**src/rtl/vec_stream_pkg.sv**
```systemverilog
// Shared types and default geometry for the vector stream transmitter.
package vec_stream_pkg;

  localparam int unsigned VecN  = 30;  // samples per vector
  localparam int unsigned VecT  = 11;  // signed sample width
  localparam int unsigned VecAw = 5;   // vector memory address width

  typedef logic signed [VecT-1:0] sample_t;

  typedef enum logic [0:0] {
    IDLE,
    STREAM
  } state_t;

endpackage

```
**src/rtl/vec_tx_fifo2.sv**
```systemverilog
// Two-entry register FIFO. The head entry and valid flag are registers, so the
// consumer sees no combinational path from its ready back to valid.
module vec_tx_fifo2 #(
  parameter int unsigned W = 11
) (
  input  logic                clk,
  input  logic                reset,
  input  logic                push_i,
  input  logic                pop_i,
  input  logic signed [W-1:0] data_i,
  output logic signed [W-1:0] data_o,
  output logic                valid_o,
  output logic [1:0]          count_o
);

  logic signed [W-1:0] head_q, head_d;
  logic signed [W-1:0] tail_q, tail_d;
  logic [1:0]          count_q, count_d;
  logic                valid_q;
  logic                do_pop;
  logic                do_push;

  assign do_pop  = pop_i && (count_q != 2'd0);
  // A full FIFO can still take a push in the same cycle as a pop.
  assign do_push = push_i && ((count_q != 2'd2) || do_pop);

  // Next-state for the two entries and the occupancy count.
  always_comb begin
    head_d  = head_q;
    tail_d  = tail_q;
    count_d = count_q;
    case ({do_push, do_pop})
      2'b10: begin
        if (count_q == 2'd0) begin
          head_d = data_i;
        end else begin
          tail_d = data_i;
        end
        count_d = count_q + 2'd1;
      end
      2'b01: begin
        head_d  = tail_q;
        count_d = count_q - 2'd1;
      end
      2'b11: begin
        if (count_q == 2'd1) begin
          head_d = data_i;
        end else begin
          head_d = tail_q;
          tail_d = data_i;
        end
      end
      default: ;
    endcase
  end

  // Entry, count and output-valid registers.
  always_ff @(posedge clk) begin
    if (reset) begin
      head_q  <= '0;
      tail_q  <= '0;
      count_q <= 2'd0;
      valid_q <= 1'b0;
    end else begin
      head_q  <= head_d;
      tail_q  <= tail_d;
      count_q <= count_d;
      valid_q <= (count_d != 2'd0);
    end
  end

  assign data_o  = head_q;
  assign valid_o = valid_q;
  assign count_o = count_q;

endmodule

```
**src/rtl/vec_stream_tx.sv**
```systemverilog
// Vector stream transmitter: host-loaded N-sample memory streamed in address
// order over a valid/ready interface. Optional continuous repeat is enabled by
// defining VEC_TX_REPEAT_EN, which adds the repeat_mode input.
module vec_stream_tx
  import vec_stream_pkg::*;
#(
  parameter int unsigned N  = VecN,
  parameter int unsigned T  = VecT,
  parameter int unsigned AW = VecAw
) (
  input  logic                clk,
  input  logic                reset,
  input  logic                wr_en,
  input  logic [AW-1:0]       wr_addr,
  input  logic signed [T-1:0] wr_data,
  input  logic                start,
  output logic                busy,
  output logic                done,
  output logic signed [T-1:0] m_data_out_x,
  output logic                m_valid_x,
  input  logic                m_ready_x
`ifdef VEC_TX_REPEAT_EN
  ,
  input  logic                repeat_mode
`endif
);

  // Read pointer carries one extra bit so it can sit at N once the pass is issued.
  localparam logic [AW:0]   PtrEnd  = (AW+1)'(N);
  localparam logic [AW:0]   PtrLast = (AW+1)'(N - 1);
  localparam logic [AW-1:0] CntLast = AW'(N - 1);

  state_t              state_q;
  logic                busy_q;
  logic [AW:0]         rd_ptr_q;
  logic [AW-1:0]       sent_q;
  logic                wrap_q;   // current pass has already wrapped into the next
  logic signed [T-1:0] mem [N];
  logic [1:0]          fifo_count;
  logic                wr_ok;
  logic                rd_issue;
  logic                hs;
  logic                rep_req;

`ifdef VEC_TX_REPEAT_EN
  assign rep_req = repeat_mode;
`else
  assign rep_req = 1'b0;
`endif

  assign wr_ok    = (state_q == IDLE) && wr_en && ({1'b0, wr_addr} < PtrEnd);
  // The read lands straight in the FIFO on the next edge, so the FIFO count
  // already accounts for every outstanding read.
  assign rd_issue = (state_q == STREAM) && (fifo_count < 2'd2) && (rd_ptr_q < PtrEnd);
  assign hs       = m_valid_x && m_ready_x;

  // Host write port; contents deliberately survive reset.
  always_ff @(posedge clk) begin
    if (wr_ok) begin
      mem[wr_addr] <= wr_data;
    end
  end

  vec_tx_fifo2 #(
    .W (T)
  ) u_fifo (
    .clk     (clk),
    .reset   (reset),
    .push_i  (rd_issue),
    .pop_i   (hs),
    .data_i  (mem[rd_ptr_q[AW-1:0]]),
    .data_o  (m_data_out_x),
    .valid_o (m_valid_x),
    .count_o (fifo_count)
  );

  // Control FSM: read pointer, handshake counter, wrap tracking and busy.
  always_ff @(posedge clk) begin
    if (reset) begin
      state_q  <= IDLE;
      busy_q   <= 1'b0;
      rd_ptr_q <= '0;
      sent_q   <= '0;
      wrap_q   <= 1'b0;
    end else begin
      case (state_q)
        IDLE: begin
          if (start) begin
            state_q  <= STREAM;
            busy_q   <= 1'b1;
            rd_ptr_q <= '0;
            sent_q   <= '0;
            wrap_q   <= 1'b0;
          end
        end
        STREAM: begin
          if (rd_issue) begin
            if ((rd_ptr_q == PtrLast) && rep_req) begin
              rd_ptr_q <= '0;
              wrap_q   <= 1'b1;
            end else begin
              rd_ptr_q <= rd_ptr_q + 1'b1;
            end
          end
          if (hs) begin
            if (sent_q == CntLast) begin
              sent_q <= '0;
              if (wrap_q) begin
                wrap_q <= 1'b0;
              end else begin
                state_q <= IDLE;
                busy_q  <= 1'b0;
              end
            end else begin
              sent_q <= sent_q + 1'b1;
            end
          end
        end
        default: state_q <= IDLE;
      endcase
    end
  end

  assign busy = busy_q;
  // done must coincide with the final handshake, so it follows m_ready_x.
  assign done = (state_q == STREAM) && hs && (sent_q == CntLast);

endmodule

```
**config.mk**
```make
export PLATFORM = sky130hd
export DESIGN_NAME = vec_stream_tx
export DESIGN_NICKNAME = d
export VERILOG_FILES = /design/src/rtl/vec_stream_pkg.sv /design/src/rtl/vec_tx_fifo2.sv /design/src/rtl/vec_stream_tx.sv
export SDC_FILE = /design/constraint.sdc
export NUM_CORES = 1
export LEC_CHECK = 0
export CAP_MARGIN = 20
export CORE_ASPECT_RATIO = 1.75
export CORE_MARGIN = 8
export CORE_UTILIZATION = 35
export CTS_CLUSTER_DIAMETER = 200
export DETAILED_ROUTE_END_ITERATION = 7
export GPL_TIMING_DRIVEN = 0
export PLACE_DENSITY_LB_ADDON = 0.12
export SLEW_MARGIN = 15
export SYNTH_ARGS = -nofsm -noshare
export SYNTH_HDL_FRONTEND = slang
export SYNTH_HIERARCHICAL = 1
export SYNTH_SLANG_ARGS = --single-unit
export TNS_END_PERCENT = 20
```
**constraint.sdc**
```tcl
create_clock -name clk -period 2.8 [get_ports clk]
set_clock_uncertainty 0.1 [all_clocks]
set_input_delay 0.56 -clock clk [delete_from_list [all_inputs] [get_ports clk]]
set_output_delay 0.56 -clock clk [all_outputs]
set_load 0.05 [all_outputs]
```
==> impl_metrics.toml, run 1 <==
[cts]
cts_sinks = 373
tritoncts = "yes"
cts.path.max_buffers = 3
post_cts_buffers = 0
hold_buffers = 0
clk_latency_ps = 520
cts.clk_slew.worst_paths_ps = 60
cts_root_buf = "clkbuf_16"
cts_buffers = 36
htreeDepth = 2

[outcome]
status = "finished clean"

[synthesis]
synth-seq-area-share_pct = 72.06
synthTopCellsByArea = "edfxtp_1 66%, dfxtp_1 5.8%, mux2i_1 5.6%, mux4_2 4.2%, mux4_1 2.6%"
synth_nets = 870
synthArstFlopShare_pct = 0
syn_area_mm2 = 0.01495
yosys_warnings = 6
ys_seq_elements = 373
synth_top_area_share_pct = 66.30
ys_dominant_reg_cell = "edfxtp_1"
synth-edff-count = 330
ys_types = 55
syn_avg_cell_area_um2 = 17.73
syn_inst = 843
synth_top_area_cell = "edfxtp_1"

[power_and_ir_drop]
p_total_mw = 11.97
power.density_mw_per_mm2 = 689.5
leakage_nw = 5.428
vdd_drop_max_v = 0.0003417

[finish]
instances_no_fill = 1520
layout-drive-gt1-share_pct = 20.96
multiInputGateArea_mm2 = 0.003891
area_growth_pct = 16.18
nets = 960
fillers = 3895
seqCellArea_mm2 = 0.01077
n_antenna_cell = 0

[floorplanning]
start_util_pct = 35.34
core_mm2 = 0.04229
die_area_mm2 = 0.04983
die_h_um = 289.4
row_count = 100
die_w_um = 172.2
io_pins = 35

[global_routing]
grt-ovfl-total = 0
grt_pass1_wl_um = 54410
grt_pass1_vias = 8285
grt_antenna_before_repair = 1
grt_use_total_pct = 15.22
grt_max_degree = 31

[critical_path]
arrival_ps = 2770
crit_path_end_kind = "flop"
cp_max_fo = 8
r2r_end = "u_fifo/data_o[1]"
crit_required_ps = 2930
r2r_setup_slack_ps = 200
critPathLaunchType = "primary input"
rr_worst_depth = 8
path_class = "primary input to flop"

[route]
postRouteAntennaNets = 0
viasPerCell = 5.101
drtPass1Iterations = 5
drt_iter0_markers = 483
route.detailed.drc = 0
wl_um = 37150
wl_per_cell_um = 24.44
vias = 7753

[timing]
max_freq_mhz = 377.9
worstMarginPinSlew_ps = 1046
fin_crit_ps = 2646
final_hold_viol_count = 0
max_slew_margin_pct = 30.02
fin_crit_sh_pct = 94.50
finalSetupViolCount = 0
rsz0062_at_grt = "no"
finalMaxSlewViolations = 0

[placed_design]
dp_cells = 1452
dp_hpwl_um = 26000
gp_congestion = 0.7760
port-buffer-count = 34

[worst_hold_path]
min_delay_worst_endpoint = "rd_ptr_q[5]"
hold_class = "flop to flop"
hold-path-cell-count = 1
hold_start = "rd_ptr_q[5]"

[run]
maxCapViolCount = 0
==> final cells by class <==
cell class | instances | area share, %
clock inverters | 18 | 0.6268
multi-input cells | 422 | 22.41
inverters | 5 | 0.1081
flip-flops and latches | 373 | 62.03
clock buffers | 46 | 5.526
well taps | 561 | 4.042
repair buffers | 52 | 3.322
plain buffers | 43 | 1.938
==> critical path, stage by stage <==
cell and delay, ps:
clkdlybuf4s50_1 570, nand3_1 260, and4b_1 240, nand2b_1 250, nor2_1 620, buf_4 270
==> state kept, by name, indices dropped and copies added, names as in the netlist, named ones only <==
register and cells:
u_fifo/tail_q 11, mem 330, busy 1, u_fifo/data_o 11
sent_q 5, u_fifo/count_o 2, u_fifo/valid_o 1, rd_ptr_q 6
state_q 1
==> cells in the final DEF (no fill, tap or decap), types with 10 or more instances in the layout <==
cell,n
clkinv_1,10
o22ai_1,10
dfxtp_1,42
edfxtp_1,330
mux4_1,15
clkbuf_1,16
o21ai_0,10
clkdlybuf4s50_1,30
mux4_2,28
buf_2,15
clkbuf_16,37
nand2_1,23
mux2i_1,83
buf_6,18
a22oi_1,29
nand3_1,32
nor2_1,28
mux2_2,14
nor2_2,37
==> metrics by stage <==
stage          worst slack (ps)  util (%)  hold slack (ps)  area [um2]  TNS [ps]
6_report                  154.0     41.06            372.6       17370         0
5_1_grt                   11.77     41.06            389.4       17370         0
4_1_cts                   13.98     40.97            370.3       17330         0
3_5_place_dp             -503.3     38.43            351.6       16250    -49300
3_3_place_gp             -846.0     37.81            344.8       15990   -149630
2_1_floorplan             428.6         -            330.9       14950         0
==> repair_timing <==
item,in CTS,in global routing
gates resized for setup,4,4
setup endpoints to repair,9,8
endpoints found under the hold margin,0,0
==> worst max path at each step <==
stage,start,to,cells past startpoint
after CTS,flop,u_fifo/data_o[1],7
after detailed placement,wr_addr[4],mem[22][1],5
after floorplan,u_fifo/valid_o,done,3
after global routing,flop,u_fifo/tail_q[6],7
after global placement,wr_addr[4],mem[10][10],5
final,wr_addr[4],mem[18][3],6
==> synthesized netlist by cell type (5+ instances only) <==
library cell and count:
mux4_2 28, o22ai_1 10, nor2b_1 6, buf_4 5, mux2_2 14, dfxtp_1 43
buf_2 12, a22o_1 6, a22oi_1 29, nand2b_1 6, a311oi_1 6, nor2_2 10
nor2_1 55, nand3_1 32, a311oi_2 9, edfxtp_1 330, a21oi_1 9, mux4_1 15
or3_1 5, inv_1 5, o21ai_0 10, mux2i_1 83, nand2_1 23, clkbuf_1 9
a211o_1 6, buf_6 12, ha_1 6
==> report_power, final <==
group / switching (mW) / leakage, nW / total, mW / internal, mW
sequential: 0.0623 / 3.32 / 6.22 / 6.16
combinational: 0.747 / 1.59 / 1.22 / 0.475
clock: 2.01 / 0.521 / 4.53 / 2.52
total: 2.82 / 5.43 / 12.0 / 9.15
==> layer usage <==
| layer | up-vias | part of all wire [%] | track usage, % |
|---|---|---|---|
| met5 | - | 0 | 0 |
| met4 | 0 | 2.7 | 5.213 |
| met3 | 50 | 3.2 | 1.910 |
| met2 | 148 | 57 | 30.00 |
| met1 | 3993 | 37 | 16.06 |
| li1 | 3562 | - | - |
==> logic make-up after synthesis <==
| family | Yosys count | synth area share, % |
|---|---|---|
| AOI/OAI and AO/OA | 104 | 5.491 |
| and+or+nand+nor | 163 | 5.424 |
| muxes | 144 | 13.87 |
| buffers and inverters | 48 | 2.361 |
| xor gates and xnor gates | 5 | 0.2930 |
| DFF | 373 | 72.06 |
| adders and majority gates | 6 | 0.5022 |
No activity file was read; power rests on OpenSTA's default activity.
==> run 2, diff against run 1 <==
Settings changed: ABC_AREA set to 1, HOLD_SLACK_MARGIN set to 0.03.
==> run 2 against run 1 <==
Compared with the run above:
- critical path type unchanged
- die area is 3.7% higher
- power up 3.2%
- sequential power barely moved
- the run now ends with setup timing left
- critical endpoint is now mem[9][1]
- largest power group unchanged
- combinational power about the same
- wire length is 27% higher
- core utilization shrank 0.59 points
- synthesized cell count increased by 74%
==> impl_metrics.toml, run 2 <==
[timing]
worst_slack_ps = -150.2
finalMaxSlewViolations = 0
finalSetupViolCount = 158
fin_setup_tns_ps = -15120
fin_crit_ps = 2950
max_slew_margin_pct = 48.26
fin_crit_sh_pct = 105.4
rsz0062_at_grt = "yes"
worstMarginPinSlew_ps = 776.1
final_hold_viol_count = 0
max_freq_mhz = 339.0

[route]
wl_per_cell_um = 22.14
drtPass1Iterations = 5
wl_um = 47320
vias = 10580
drt_iter0_markers = 687
postRouteAntennaNets = 0
viasPerCell = 4.949
route.detailed.drc = 0

[outcome]
violations = "setup timing"
status = "complete, but fails checks"

[synthesis]
ys_dominant_reg_cell = "edfxtp_1"
synth_common_cells = "543 x nand2_1, 330 x edfxtp_1, 268 x nand3_1, 92 x nor2_1, 43 x dfxtp_1"
yosysMostFrequentCell = "nand2_1"
synthTopCellsByArea = "edfxtp_1 64%, nand2_1 13%, nand3_1 8.6%, dfxtp_1 5.5%, nor2_1 2.2%"
synth-edff-count = 330
ys_seq_elements = 373
ys_types = 26
syn_avg_cell_area_um2 = 10.62
syn_inst = 1463
synth_top_area_cell = "edfxtp_1"
yosys_warnings = 6
synth_top_area_share_pct = 63.77
synth-seq-area-share_pct = 69.31
synthArstFlopShare_pct = 0
syn_area_mm2 = 0.01554
synth_nets = 1490

[cts]
cts_sinks = 373
clk_latency_ps = 540
htreeDepth = 2
cts.path.max_buffers = 3
cts_root_buf = "clkbuf_16"
cts.clk_slew.worst_paths_ps = 60
post_cts_buffers = 0
cts_buffers = 36
tritoncts = "yes"

[global_routing]
grt_pass1_wl_um = 69080
grt_use_total_pct = 18.38
grt_max_degree = 31
grt_antenna_before_repair = 0
grt_pass1_vias = 10770
grt-ovfl-total = 0

[critical_path]
r2r_setup_slack_ps = 30
path_class = "primary input to flop"
crit_start = "wr_addr[3]"
crit_path_end_kind = "flop"
critPathLaunchType = "primary input"
crit_required_ps = 2870
r2r_end = "mem[9][1]"
arrival_ps = 3020
cp_max_fo = 11
rr_worst_depth = 5
reg2reg_from = "state_q"

[finish]
area_growth_pct = 14.67
largest_reg_flops = 330
final_cell_mix = "543 x nand2_1, 330 x edfxtp_1, 268 x nand3_1"
top_register = "mem"
instances_no_fill = 2137
postLayoutCellArea_mm2 = 0.01782
n_antenna_cell = 0
fillers = 4242
layout-drive-gt1-share_pct = 10.80
nets = 1565
mostFrequentLayoutCell = "nand2_1"

[placed_design]
gp_congestion = 0.9283
dpl_cell_area_mm2 = 0.01656
port-buffer-count = 34
dp_cells = 2071
pre_cts_ws_ps = -859.9
dp_hpwl_um = 33740

[floorplanning]
start_util_pct = 35.29
die_h_um = 294.7
core_mm2 = 0.04403
io_pins = 35
die_w_um = 175.3
die_area_mm2 = 0.05166
row_count = 102

[power_and_ir_drop]
power.density_mw_per_mm2 = 693.1
leakage_nw = 6.632
vdd_drop_max_v = 0.0004042

[worst_hold_path]
hold_class = "flop to flop"
min_delay_worst_endpoint = "busy"
hold_start = "busy"
hold-path-cell-count = 2

[run]
maxCapViolCount = 0
run 2: cell count changes after synthesis, moves of 15 or more:
cell | previous run | this run
nor2_1 | 55 | 92
a22oi_1 | 29 | 0
inv_1 | 5 | 40
mux4_2 | 28 | 0
buf_2 | 12 | 36
nand3_1 | 32 | 268
mux2i_1 | 83 | 0
mux4_1 | 15 | 0
nand2_1 | 23 | 543
run 2: cells by family after synthesis:
kind of cell	Yosys count	synth area share (%)
simple gates	919	24.61
flops	373	69.31
buf+inv	124	4.211
compound gates	38	1.224
fa+ha+maj	6	0.4831
xor+xnor	3	0.1691
run 2: layout make-up:
class / count / area, um2 / area share, %
inverters: 46 / 177.7 / 0.9970
plain buffers: 78 / 478.0 / 2.682
clock inverters: 24 / 224.0 / 1.257
repair buffers: 37 / 306.5 / 1.720
flip-flops and latches: 373 / 10770 / 60.44
clock buffers: 41 / 962.2 / 5.400
well taps: 572 / 715.7 / 4.016
multi-input cells: 966 / 4185 / 23.49
run 2: how the worst max path moves through the flow:
| stage | to | slack [ps] | cells past startpoint |
|---|---|---|---|
| CTS | mem[17][8] | -260 | 6 |
| global placement | mem[5][3] | -810 | 6 |
| finish | mem[9][1] | -150 | 6 |
| floorplan | mem[13][0] | 610 | 5 |
| detailed placement | mem[9][8] | -860 | 6 |
| global route | mem[27][1] | -280 | 6 |
run 2: layer usage:
metal	routed length, um	global-route usage (%)	vias to the layer above
met2	26270	35.84	253
met3	1526	2.141	113
li1	-	-	5131
met1	16440	17.93	5078
met4	3087	11.54	0
met5	0	0	-
run 2: where the power goes:
group	internal [mW]	switching, mW	total (mW)	leakage [nW]
clock network	2.84	2.09	4.94	0.583
logic	0.345	0.885	1.23	2.73
registers	6.14	0.0425	6.19	3.32
run 2: metrics by stage:
step | hold WS, ps | utilization (%) | total power, mW
global placement | 349.4 | 37.69 | 7.553
CTS | 362.9 | 40.42 | 12.47
floorplan | 351.9 | - | 7.035
detailed placement | 352.7 | 37.61 | 7.550
global route | 405.2 | 40.47 | 12.76
finish | 361.3 | 40.47 | 12.35
run 2: repair_timing:
action,4_1_cts,5_1_grt
hold buffers,0,0
cloned,0,0
endpoints found under the setup margin,279,288
resized for setup,22,10
run 2: worst max-delay path: stages:
cell and delay [ps]:
clkdlybuf4s50_1 570, inv_1 170, nor3_1 90, a21oi_1 260, nand3_1 580, nor2_2 780
